==> config.mk <==
export PLATFORM = sky130hd
export DESIGN_NAME = pwd_attempt_scheduler
export DESIGN_NICKNAME = d
export VERILOG_FILES = /design/src/rtl/pwd_sched_pkg.sv /design/src/rtl/rr_arbiter_2.sv /design/src/rtl/pwd_attempt_scheduler.sv
export SDC_FILE = /design/constraint.sdc
export NUM_CORES = 1
export LEC_CHECK = 0
export ABC_AREA = 1
export CAP_MARGIN = 20
export CORE_ASPECT_RATIO = 0.7
export CORE_MARGIN = 2
export CORE_UTILIZATION = 46
export CTS_BUF_LIST = sky130_fd_sc_hd__clkbuf_8
export DETAILED_ROUTE_END_ITERATION = 12
export PLACE_DENSITY = 0.78
export SETUP_SLACK_MARGIN = 0.1
export SLEW_MARGIN = 15
export SYNTH_ARGS = -nofsm -noshare
export SYNTH_HDL_FRONTEND = slang
export SYNTH_SLANG_ARGS = --single-unit
==> constraint.sdc <==
create_clock -name clk -period 1.2 [get_ports clk]
set_clock_uncertainty 0.05 [all_clocks]
set_input_delay 0.3 -clock clk [delete_from_list [all_inputs] [get_ports clk]]
set_output_delay 0.3 -clock clk [all_outputs]
set_load 0.05 [all_outputs]
==> src/rtl/pwd_sched_pkg.sv <==
// pwd_sched_pkg: shared constants, state encoding and width helper for the password attempt scheduler.
package pwd_sched_pkg;
    function automatic int cw(input int n);
        return n < 2 ? 1 : $clog2(n + 1);
    endfunction
    localparam int PWD_LEN = 4;
    localparam int FAIL_LIMIT = 3;
    localparam int LOCKOUT_CYCLES = 16;
    localparam int IDX_W = cw(PWD_LEN - 1);
    localparam int FAIL_W = cw(FAIL_LIMIT);
    localparam int LOCK_W = cw(LOCKOUT_CYCLES);
    typedef enum logic [1:0] {IDLE, SHIFT, RESULT, LOCKOUT} state_t;
endpackage

==> src/rtl/rr_arbiter_2.sv <==
// rr_arbiter_2: two-way round-robin arbiter; on a tie the requester not granted last time wins.
module rr_arbiter_2 (
    input  logic       clk,
    input  logic       reset_n,
    input  logic [1:0] req,
    input  logic       advance,
    output logic [1:0] grant
);
    logic ptr;
    assign grant = &req ? (ptr ? 2'b10 : 2'b01) : req;
    always_ff @(posedge clk or negedge reset_n) begin
        if (!reset_n) ptr <= 1'b0;
        else if (advance) ptr <= grant[0];
    end
endmodule

==> src/rtl/pwd_attempt_scheduler.sv <==
// pwd_attempt_scheduler: arbitrates two requesters, streams the granted code MSB first to a
// bit-serial checker and enforces a lockout after consecutive failures.
module pwd_attempt_scheduler #(
    parameter int PWD_LEN = pwd_sched_pkg::PWD_LEN,
    parameter int FAIL_LIMIT = pwd_sched_pkg::FAIL_LIMIT,
    parameter int LOCKOUT_CYCLES = pwd_sched_pkg::LOCKOUT_CYCLES
) (
    input  logic               clk,
    input  logic               reset_n,
    input  logic               req0_valid,
    input  logic               req1_valid,
    input  logic [PWD_LEN-1:0] req0_code,
    input  logic [PWD_LEN-1:0] req1_code,
    output logic               req0_ready,
    output logic               req1_ready,
    output logic               chk_valid,
    output logic               chk_data,
    input  logic               chk_ready,
    input  logic               chk_unlock,
    input  logic               chk_incorrect,
    output logic               result_valid,
    output logic               result_unlock,
    output logic               result_id,
    output logic               locked_out,
    output logic [1:0]         fail_count
);
    import pwd_sched_pkg::*;
    localparam int IW = cw(PWD_LEN - 1);
    localparam int LW = cw(LOCKOUT_CYCLES);
    state_t state;
    logic [PWD_LEN-1:0] sr;
    logic [IW-1:0] idx;
    logic [LW-1:0] lock_cnt;
    logic [1:0] grant;
    logic go;
    assign go = reset_n && state == IDLE && chk_ready;
    rr_arbiter_2 u_arb (
        .clk(clk),
        .reset_n(reset_n),
        .req({req1_valid & go, req0_valid & go}),
        .advance(|grant),
        .grant(grant)
    );
    assign req0_ready = grant[0];
    assign req1_ready = grant[1];
    assign chk_valid = state == SHIFT;
    assign chk_data = chk_valid & sr[PWD_LEN-1];
    assign result_valid = state == RESULT;
    assign locked_out = state == LOCKOUT;
    always_ff @(posedge clk or negedge reset_n) begin
        if (!reset_n) begin
            state <= IDLE;
            sr <= '0;
            idx <= '0;
            lock_cnt <= '0;
            fail_count <= '0;
            result_unlock <= 1'b0;
            result_id <= 1'b0;
        end else begin
            case (state)
                IDLE: if (|grant) begin
                    sr <= grant[1] ? req1_code : req0_code;
                    idx <= '0;
                    result_id <= grant[1];
                    state <= SHIFT;
                end
                SHIFT: if (chk_incorrect || chk_unlock || idx == IW'(PWD_LEN - 1)) begin
                    result_unlock <= chk_unlock & ~chk_incorrect;
                    state <= RESULT;
                end else begin
                    sr <= sr << 1;
                    idx <= idx + 1'b1;
                end
                RESULT: if (result_unlock) begin
                    fail_count <= '0;
                    state <= IDLE;
                end else if (fail_count == 2'(FAIL_LIMIT - 1)) begin
                    fail_count <= '0;
                    lock_cnt <= LW'(LOCKOUT_CYCLES);
                    state <= LOCKOUT;
                end else begin
                    fail_count <= fail_count + 1'b1;
                    state <= IDLE;
                end
                LOCKOUT: begin
                    lock_cnt <= lock_cnt - 1'b1;
                    if (lock_cnt == LW'(1)) state <= IDLE;
                end
                default: state <= IDLE;
            endcase
        end
    end
endmodule

# Yosys cells after proc, flatten, opt, wreduce, memory -nomap -nowiden
# Cells that the tools add are included.
# word_totals
out_inout_bits,10
register_bits,18
n_memories,0
inputBits,15
mem_bits_ro,0
latchBits,0
ramBits,0
wordCells,62
# classes
div,0
n_mux,20
n_mul,0
shift,0
addsub,3
n_bitwise,5
n_eq_ne,12
n_lt_le_gt_ge,0
reduce_logical,14
# ops
operator,count
$mux W2,11
$mux W4,3
$mux W5,2
$pmux W5 S2,1
$reduce_and A3 Y1,3
$eq A2 B2 Y1 const B,4
$ne A2 B1 Y1 const B,4
$pmux W2 S4,1
$pmux W4 S2,1
$reduce_and A2 Y1,3
$eq A5 B1 Y1 const B,1
$sub A5 B1 Y5 const B,1
$add A2 B1 Y2 const B,2
$and A1 B1 Y1,4
$ne A2 B2 Y1 const B,2
$pmux W2 S2,1
$reduce_bool A2 Y1,2
$eq A2 B1 Y1 const B,1
$logic_and A1 B1 Y1,2
$logic_not A2 Y1,1
$logic_or A1 B1 Y1,2
$reduce_or A2 Y1,1
$not A1 Y1,1

# Depth between registers and ports, before layout
# Gate-level depths: netlist of the first run.
# depth
depth_word,9
ltp_mapped,8

# Cells and area by module
# From an unflattened synthesis of the first run, not the netlist that was laid out.
# unflattened
hier_cells,138
area_unflattened_um2,1026.0
# by_module_without_submodules
mod,n_inst,cells_per_inst,seq_area_each_um2,area_each_um2
pwd_attempt_scheduler,1,129,425.4,963.4
rr_arbiter_2,1,9,25.0,62.6

# Least setup slack after synthesis of the first run
# Ideal clock, no wire load.
# synth_timing
kind,reg2out
from,register state[1]
to,output chk_data
path_stages_with_launch,4
required_ns,0.850
setup_slack_ns,-0.412
arrival_ns,1.262
path_buffers,0
cell_sequence,dfrtp_1 > inv_2 > nand2_2 > nor2_1
# synth_between
elab_chain_len,2
# synth_rtl
element,line,rtl
"start, declared",pwd_attempt_scheduler.sv:30,state_t state;
"start signal, assigned",pwd_attempt_scheduler.sv:52,state <= IDLE;
"start signal, assigned",pwd_attempt_scheduler.sv:65,state <= SHIFT;
"start signal, assigned",pwd_attempt_scheduler.sv:69,state <= RESULT;
$eq A2 B1 Y1,pwd_attempt_scheduler.sv:46,assign chk_valid = state == SHIFT;
$and A1 B1 Y1,pwd_attempt_scheduler.sv:47,assign chk_data = chk_valid & sr[PWD_LEN-1];
"end, declared",pwd_attempt_scheduler.sv:17,"output logic chk_data,"
# Every way passes these cells.

# Worst setup path in the final report of the first run
# layout_timing
from,register state[1]
to,output req1_ready
# layout_between
elab_chain_len,6
elab_cells_between_ends,7
classes_between,1 x mux; 2 x bitwise; 4 x reduce/logical
# layout_rtl
element,line,rtl
$logic_not A2 Y1 (*),pwd_attempt_scheduler.sv:36,assign go = reset_n && state == IDLE && chk_ready;
$logic_and A1 B1 Y1 (*) (2 in series),pwd_attempt_scheduler.sv:36,
$and A1 B1 Y1,pwd_attempt_scheduler.sv:40,".req({req1_valid & go, req0_valid & go}),"
$reduce_and A2 Y1,rr_arbiter_2.sv:10,assign grant = &req ? (ptr ? 2'b10 : 2'b01) : req;
$mux W2 (*),rr_arbiter_2.sv:10,
"end, declared",pwd_attempt_scheduler.sv:15,"output logic req1_ready,"
# Mark *: on every way between the ends. The rest lies on a longest branch, timed or not.

==> metrics.csv, run 1 <==
metric;value;unit
hold_viol_final;0;
ys_seq_area_frac;0.4296;
synth.distinct_cells;25;
synth_top_cell_by_area;dfrtp_1;
area.growth.synth_to_final;94.63;%
drt-initial-drc-count;280;
synth_area_leaders;dfrtp_1 (43%), nand2_1 (12%), nand3_1 (8.1%), inv_1 (7.5%), ha_1 (3.6%);
cts_sinks;18;
ys_async_sr_fraction;1.000;
placedCellCount;216;
ys_seq_elements;18;
final_cell_mix;buf_4 (31), nand2_1 (22), dfrtp_1 (15);
totalWireLength;5303;um
worstReg2RegStart;state[1];
timing.fmax;0.5863;GHz
r2r_cells;10;
cts-buffers-inserted;3;
setup_slack;-0.5057;ns
slew_headroom;0.7584;
drc;0;
grt_max_degree;19;
port_buffers;24;
clockRootBuffer;clkbuf_8;
p_total;0.005529;W
cts_tree;built;
grt_pass1_wl;6527;um
ys.warnings.count;0;
dr.pass1.iters;5;
grt_remaining_overflow;0;
dr_total_vias;1466;
maxCapViolCount;0;
clock_latency;0.26;ns
num_rows;14;
clk_pin_slew;0.08;ns
avgSynthCellArea;7.943;sq um
final_cells;234;
crit_arrival;1.36;ns
critPathLaunchType;register;
dp_hpwl;2313;um
crit_fanout;3;
nets;221;
grt_pass1_vias;1297;
hp-class;in -> async;
num_antenna_cells;0;
die_area;2684;sq um
finalSetupViolCount;28;
p_leak;1.015;nW
ir_worst_vdd;2.114;mV
synth_nets;150;
worstPathRequired;0.85;ns
wire_per_inst;22.66;um
io_pins;25;
core;2155;sq um
path_class;reg -> out;
mostFrequentLayoutCell;buf_4;
yosys_most_used_dff;dfrtp_1;
synth_edf_count;0;
fp.dieW;61.07;um
rsz0062_at_grt;yes;
violations;setup timing;
fin_util;0.9472;
power.density;2709;nW/um^2
ant_nets;0;
r2r_slack;-0.50;ns
worst_pin_slew;0.3610;ns
drive_gt1_frac;0.5446;
grt_usage;0.3544;
r2r-end;sr[2];
fin_crit_sh;1.421;
h-tree-depth;1;
status;complete, but fails checks;
stdcell_area;2041;sq um
fin_crit;1.706;ns
viasPerCell;6.265;
syn_inst;132;
die_y;43.95;um
clockBufferDepth;2;
placed_cell_area;1669;sq um
gp_congestion;0.8463;
start_util;0.4866;
synth_area;1049;sq um
slew_violations;0;
postCtsHoldBufs;0;
antenna_found_initial;0;
synth_top_area_share;0.4296;
cp-end-kind;output pin;
## kinds of logic (layout without fill, tap and decap cells)
logic type,after synthesis,count (layout),synth area share
AOI/OAI and AO/OA,16,16,0.08949
xor gates and xnor gates,1,1,0.008355
adders and majority gates,3,3,0.03580
buffers and inverters,24,94,0.09069
DFF,18,18,0.4296
muxes,1,1,0.009547
and+or+nand+nor,69,69,0.3365
## synthesized netlist by cell type (2+ instances only)
cell type  number
o22ai_1         2
a31oi_1         2
o21ai_0         7
nand2_2         3
nor2_1          5
inv_1          21
ha_1            3
nand4_1         3
nand2_1        33
dfrtp_1        18
nand3_1        17
a21oi_1         2
or2_2           3
inv_4           2
## worst max-delay path by stage
stage	to	start	cells past startpoint
finish	req1_ready	state[1]	6
global route	req1_ready	state[1]	6
CTS	req1_ready	state[0]	6
detailed placement	req0_ready	reset_n	6
global placement	req0_ready	reset_n	6
floorplan	chk_data	state[1]	3
## layer usage
layer	GRT usage	vias to the layer above	part of all wire
li1	-	569	-
met1	0.4146	673	0.36
met2	0.5957	158	0.44
met3	0.1194	66	0.12
met4	0.1391	0	0.080
met5	0	-	0
## flip-flops by register name, summed over array words and instances, names as in the netlist
signal         cells
u_arb.ptr          1
lock_cnt           5
state              2
fail_count         2
idx                2
sr                 4
result_unlock      1
result_id          1
## where the power goes
| part | switching, W | internal (W) | total (W) | leakage, nW |
|---|---|---|---|---|
| clock network | 0.000224 | 0.000228 | 0.000452 | 0.0269 |
| registers | 0.000281 | 0.000899 | 0.00118 | 0.224 |
| logic | 0.00214 | 0.00175 | 0.00390 | 0.764 |
## what timing repair did
| item | 4_1_cts | 5_1_grt |
|---|---|---|
| setup buffers | 9 | 7 |
| resized for setup | 35 | 30 |
| setup endpoints to repair | 28 | 28 |
| pin swaps | 7 | 13 |
## per-stage QoR
step / hold slack, ns / TNS, ns / setup WS, ns
finish: 0.1448 / -8.048 / -0.5057
global route: 0.1701 / -8.415 / -0.5238
CTS: 0.1303 / -5.232 / -0.4032
detailed placement: 0.4093 / -7.087 / -0.6026
global placement: 0.4060 / -6.307 / -0.5679
floorplan: -0.04559 / -1.716 / -0.1874
## area by class of cell
type	count	area, sq um
well taps	32	40.04
multi-input cells	90	691.9
repair buffers	66	691.9
fillers	59	113.9
clock buffers	3	41.29
clock inverters	1	3.754
flip-flops and latches	18	454.2
inverters	24	117.6
## worst max-delay path, stage by stage (launching register included)
cell	delay [ns]
dfrtp_1	0.43
inv_2	0.13
nand2_4	0.07
nor2_4	0.16
nand2_4	0.08
clkinvlp_4	0.10
buf_12	0.13
(Power assumes the default switching activity.)
==> run 2, diff against run 1 <==
CORE_UTILIZATION = 42   (was 46)
CTS_CLUSTER_SIZE = 28   (was unset)
PLACE_DENSITY = 0.72   (was 0.78)
==> run 2 against run 1 <==
Net effect:
- the flow still finishes with violations (setup timing)
- sequential share of layout area up 1.1 points
- setup slack better by 0.086 ns
- first-iteration DRC count down 76%
- maximum frequency up 5.3%
- global-route usage down 11 points
- clock power up 10%
- via count down 19%
- critical path type unchanged
- critical endpoint unchanged
- highest routed layer unchanged
==> metrics.csv, run 2 (synthesis gave the netlist of run 1 again) <==
metric;value;unit;change
violations;setup timing;;
drive_gt1_frac;0.4569;;-0.08770
port_buffers;24;;unchanged
clockRootBuffer;clkbuf_8;;
fin_crit;1.619;ns;-0.08626 ns
cts-buffers-inserted;3;;unchanged
cts_tree;built;;
highest_layer;met4;;
wire_per_inst;14.39;um;-37%
antenna_found_initial;0;;unchanged
worst_pin_slew;0.2336;ns;-0.1274 ns
final_cell_mix;buf_4 (31), nand2_1 (26), dfrtp_1 (15);;
reg_top3;lock_cnt: 5 flops, sr: 4 flops;;
gp_congestion;0.8594;;+1.5%
critPathTopFamily;flip-flops;;
cts_sinks;18;;unchanged
largest_register_ffs;5;;unchanged
status;complete, but fails checks;;
drt-met1-wl;1423;um;-25%
r2r-end;sr[3];;
drt-initial-drc-count;68;;-76%
max_stage_delay;0.40;ns;-0.03 ns
path_common_cell;nand2_4;;
critPathLaunchType;register;;
maxCapViolCount;0;;unchanged
h-tree-depth;1;;unchanged
setup_slack;-0.4195;ns;+0.08626 ns
critPathSlowestCell;dfrtp_1;;
dr.pass1.iters;4;;-1
power.density;2456;nW/um^2;-9.3%
die_y;45.81;um;+4.2%
slew_violations;0;;unchanged
grt_remaining_overflow;0;;unchanged
viasPerCell;5.117;;-18%
fin_crit_sh;1.350;;-0.07189
ir_worst_vdd;1.373;mV;-35%
r2r_slack;-0.33;ns;+0.17 ns
hold_viol_final;0;;unchanged
fin_tns_setup;-5.428;ns;+2.620 ns
io_pins;25;;unchanged
grt_pass1_vias;1088;;-16%
grt_pass1_wl;5133;um;-21%
rsz0062_at_grt;yes;;
cp-end-kind;output pin;;
fin_util;0.8031;;-0.1441
num_rows;15;;+1
worstPathRequired;0.85;ns;about the same
mostFrequentLayoutCell;buf_4;;
timing.fmax;0.6175;GHz;+5.3%
nets;216;;-2.3%
postCtsHoldBufs;0;;unchanged
r2r_cells;10;;unchanged
ant_nets;0;;unchanged
area.growth.synth_to_final;85.44;%;
dr_total_vias;1182;;-19%
wl_met2;1700;um;-28%
crit_arrival;1.27;ns;-0.09 ns
die_area;2919;sq um;+8.8%
critPathBufInv;3;;unchanged
fp.dieW;63.72;um;+4.3%
clock_latency;0.25;ns;about the same
drc;0;;unchanged
clockBufferDepth;2;;unchanged
finalSetupViolCount;25;;-11%
worstReg2RegStart;state[1];;
hp-class;in -> async;;
dp_hpwl;2141;um;-7.4%
regMostFlops;lock_cnt;;
p_leak;0.9677;nW;-4.7%
path_class;reg -> out;;
grt_usage;0.2423;;-0.1121
core;2421;sq um;+12%
slew_headroom;0.8443;;+0.08585
num_antenna_cells;0;;unchanged
wl_met3;127;um;-80%
start_util;0.4331;;-0.05357
crit_chain;inv_2, nand2_4, nor2_4, nand2_4, clkinvlp_4, buf_12;;
crit_fanout;3;;unchanged
grt_max_degree;19;;unchanged
clk_pin_slew;0.07;ns;about the same
totalWireLength;3323;um;-37%
-- run 2: through the flow --
step	cell area (sq um)	total power, W	setup WS [ns]	hold WS, ns	cells
floorplan	1079	0.002438	-0.1874	-0.04559	132
global placement	1682	0.003634	-0.5604	0.4071	216
detailed placement	1682	0.003730	-0.5817	0.4113	216
CTS	1898	0.004654	-0.4046	0.1406	228
global route	1944	0.005062	-0.4541	0.1645	231
finish	1944	0.004776	-0.4195	0.1433	231
-- run 2: power by group --
| group | switching (W) | total, W | leakage, nW | internal, W |
|---|---|---|---|---|
| logic | 0.00167 | 0.00318 | 0.715 | 0.00151 |
| registers | 0.000204 | 0.00110 | 0.224 | 0.000898 |
| clock network | 0.000206 | 0.000498 | 0.0288 | 0.000292 |
| total | 0.00208 | 0.00478 | 0.968 | 0.00270 |
-- run 2: how the worst max path moves through the flow --
| stage | from | endpoint | slack, ns | depth (start not counted) |
|---|---|---|---|---|
| after floorplan | state[1] | chk_data | -0.19 | 3 |
| after global placement | reset_n | req0_ready | -0.56 | 6 |
| after detailed placement | reset_n | sr[0] | -0.58 | 9 |
| after CTS | state[0] | req1_ready | -0.40 | 6 |
| after global routing | state[1] | req1_ready | -0.45 | 6 |
| final | state[1] | req1_ready | -0.42 | 6 |
-- run 2: final cells by class --
cell class,instances,area (sq um)
tap,34,42.54
multi-input combinational,90,624.3
fill,127,476.7
timing repair buffer,61,653.1
sequential,18,454.2
inverter,24,115.1
clock buffer,4,55.05
-- run 2: what timing repair did --
item,CTS,global route
buffers inserted,8,4
resized for setup,31,5
pin swaps,8,3
endpoints found under the setup margin,28,28
-- run 2: metal layers --
layer,track usage,vias up
met4,0.1217,0
met1,0.2934,580
met5,0,-
met2,0.4253,37
li1,-,558
met3,0.04703,7
==> run 3, diff against run 2 <==
PLACE_DENSITY = 0.69   (was 0.72)
clock period = 1.9 ns   (was 1.2 ns; I/O delays follow)
==> run 3 against run 2 <==
Net effect:
- clock power fell by 47%
- the flow now finishes without violations
- largest power group unchanged
- via count fell by 13%
- total power fell by 52%
- non-clock buffer count fell by 24
- flip-flop and latch count did not move
==> metrics.csv, run 3 (synthesis gave the netlist of run 1 again) <==
metric;value;unit;change
worst_pin_slew;0.3739;ns;+0.1403 ns
antenna_found_initial;0;;unchanged
cts_sinks;18;;unchanged
r2r-end;sr[2];;
io_pins;25;;unchanged
worstReg2RegStart;state[0];;
fin_crit_sh;0.9450;;
clock_latency;0.25;ns;about the same
reg_top3;lock_cnt: 5 flops, sr: 4 flops;;
area.growth.synth_to_final;45.94;%;
n_fill_cell;207;;+63%
path_class;reg -> out;;
cts-buffers-inserted;3;;unchanged
ant_nets;0;;unchanged
drc;0;;unchanged
fin_crit;1.796;ns;
viasPerCell;4.981;;-2.7%
core;2421;sq um;unchanged
p_total;0.002288;W;-52%
wire_per_inst;12.25;um;-15%
placed_cell_area;1426;sq um;-15%
stdcell_area;1530;sq um;-21%
die_area;2919;sq um;unchanged
finalSetupViolCount;0;;-100%
regMostFlops;lock_cnt;;
power.density;1495;nW/um^2;-39%
cp-end-kind;output pin;;
cp-startpoint;state[0];;
crit_arrival;1.27;ns;about the same
critPathLaunchType;register;;
maxCapViolCount;0;;unchanged
grt_usage;0.1901;;-0.05221
fin_tns_setup;0;ns;+5.428 ns
grt_remaining_overflow;0;;unchanged
cts_tree;built;;
r2r_slack;0.43;ns;+0.76 ns
hp-class;in -> async;;
clk_pin_slew;0.07;ns;about the same
drt-initial-drc-count;50;;-26%
final_cell_mix;nand2_1 (32), dfrtp_1 (18), inv_1 (17), nand3_1 (17), buf_4 (17);;
dr.pass1.iters;4;;unchanged
mostFrequentLayoutCell;nand2_1;;
gp_congestion;0.7638;;-11%
largest_register_ffs;5;;unchanged
p_leak;0.7994;nW;-17%
grt_pass1_vias;965;;-11%
status;complete, no violations;;
drive_gt1_frac;0.2674;;-0.1894
hold_viol_final;0;;unchanged
grt_max_degree;19;;unchanged
fin_util;0.6320;;-0.1711
clockBufferDepth;2;;unchanged
grt_pass1_wl;4181;um;-19%
port_buffers;24;;unchanged
totalWireLength;2523;um;-24%
start_util;0.4331;;unchanged
worstPathRequired;1.37;ns;+0.52 ns
dp_hpwl;1870;um;-13%
r2r_cells;9;;-1
nets;192;;-11%
die_y;45.81;um;unchanged
timing.fmax;0.5569;GHz;
ir_worst_vdd;0.7425;mV;-46%
h-tree-depth;1;;unchanged
slew_violations;0;;unchanged
num_antenna_cells;0;;unchanged
rsz0062_at_grt;yes;;
num_rows;15;;unchanged
dr_total_vias;1026;;-13%
fp.dieW;63.72;um;unchanged
crit_fanout;3;;unchanged
postCtsHoldBufs;0;;unchanged
slew_headroom;0.7491;;-0.09521
clockRootBuffer;clkbuf_8;;
## run 3: cell types whose count changed in the layout (fill, tap and decap cells not counted), moves of 4 or more
| cell | previous run | this run |
|---|---|---|
| buf_6 | 4 | 0 |
| clkinvlp_4 | 4 | 0 |
| buf_4 | 31 | 17 |
| nand2_4 | 6 | 1 |
| o21ai_0 | 2 | 7 |
| buf_12 | 12 | 6 |
| nand2_1 | 26 | 32 |
## run 3: layout make-up
| cell class | instances | area, sq um | share of cell area |
|---|---|---|---|
| clock buffers | 3 | 41.29 | 0.02698 |
| inverters | 24 | 97.59 | 0.06378 |
| flip-flops and latches | 18 | 450.4 | 0.2944 |
| multi-input cells | 90 | 515.5 | 0.3369 |
| repair buffers | 37 | 382.9 | 0.2502 |
| well taps | 34 | 42.54 | 0.02780 |
## run 3: timing repair
item,4_1_cts,5_1_grt
setup buffers,5,2
gates cloned,0,0
hold endpoints to repair,0,0
endpoints found under the setup margin,3,4
pin swaps,3,1
gates resized for setup,11,1
## run 3: worst max path at each step
stage                            end  slack (ns)  cells after the start
after floorplan             chk_data        0.11                      3
after global placement    req1_ready       -0.19                      6
after detailed placement  req1_ready       -0.23                      6
after CTS                 req0_ready        0.11                      6
after global routing      req0_ready        0.05                      6
final                     req0_ready        0.10                      6
## run 3: where the power goes
part | internal (W) | switching, W
registers | 0.000562 | 0.000119
clock network | 0.000141 | 0.000123
logic | 0.000533 | 0.000810
## run 3: layer usage
metal  GRT usage  part of all wire
met1      0.2354              0.46
met4     0.05652            0.0075
met2      0.3368              0.50
met3     0.04703             0.038
met5           0                 0
## run 3: stage by stage
stage | instances | hold WS [ns] | setup WS, ns
after detailed placement | 196 | 0.4149 | -0.2308
after global placement | 196 | 0.4057 | -0.1909
final | 206 | 0.3228 | 0.1045
after global routing | 206 | 0.3613 | 0.05259
after floorplan | 132 | 0.1294 | 0.1128
after CTS | 204 | 0.3502 | 0.1080
## run 3: critical path: stages (launching register included)
cell and delay [ns]:
dfrtp_1 0.42, inv_2 0.10, nand2_2 0.08, nor2_4 0.14, nand2_2 0.08, inv_2 0.07
buf_12 0.13
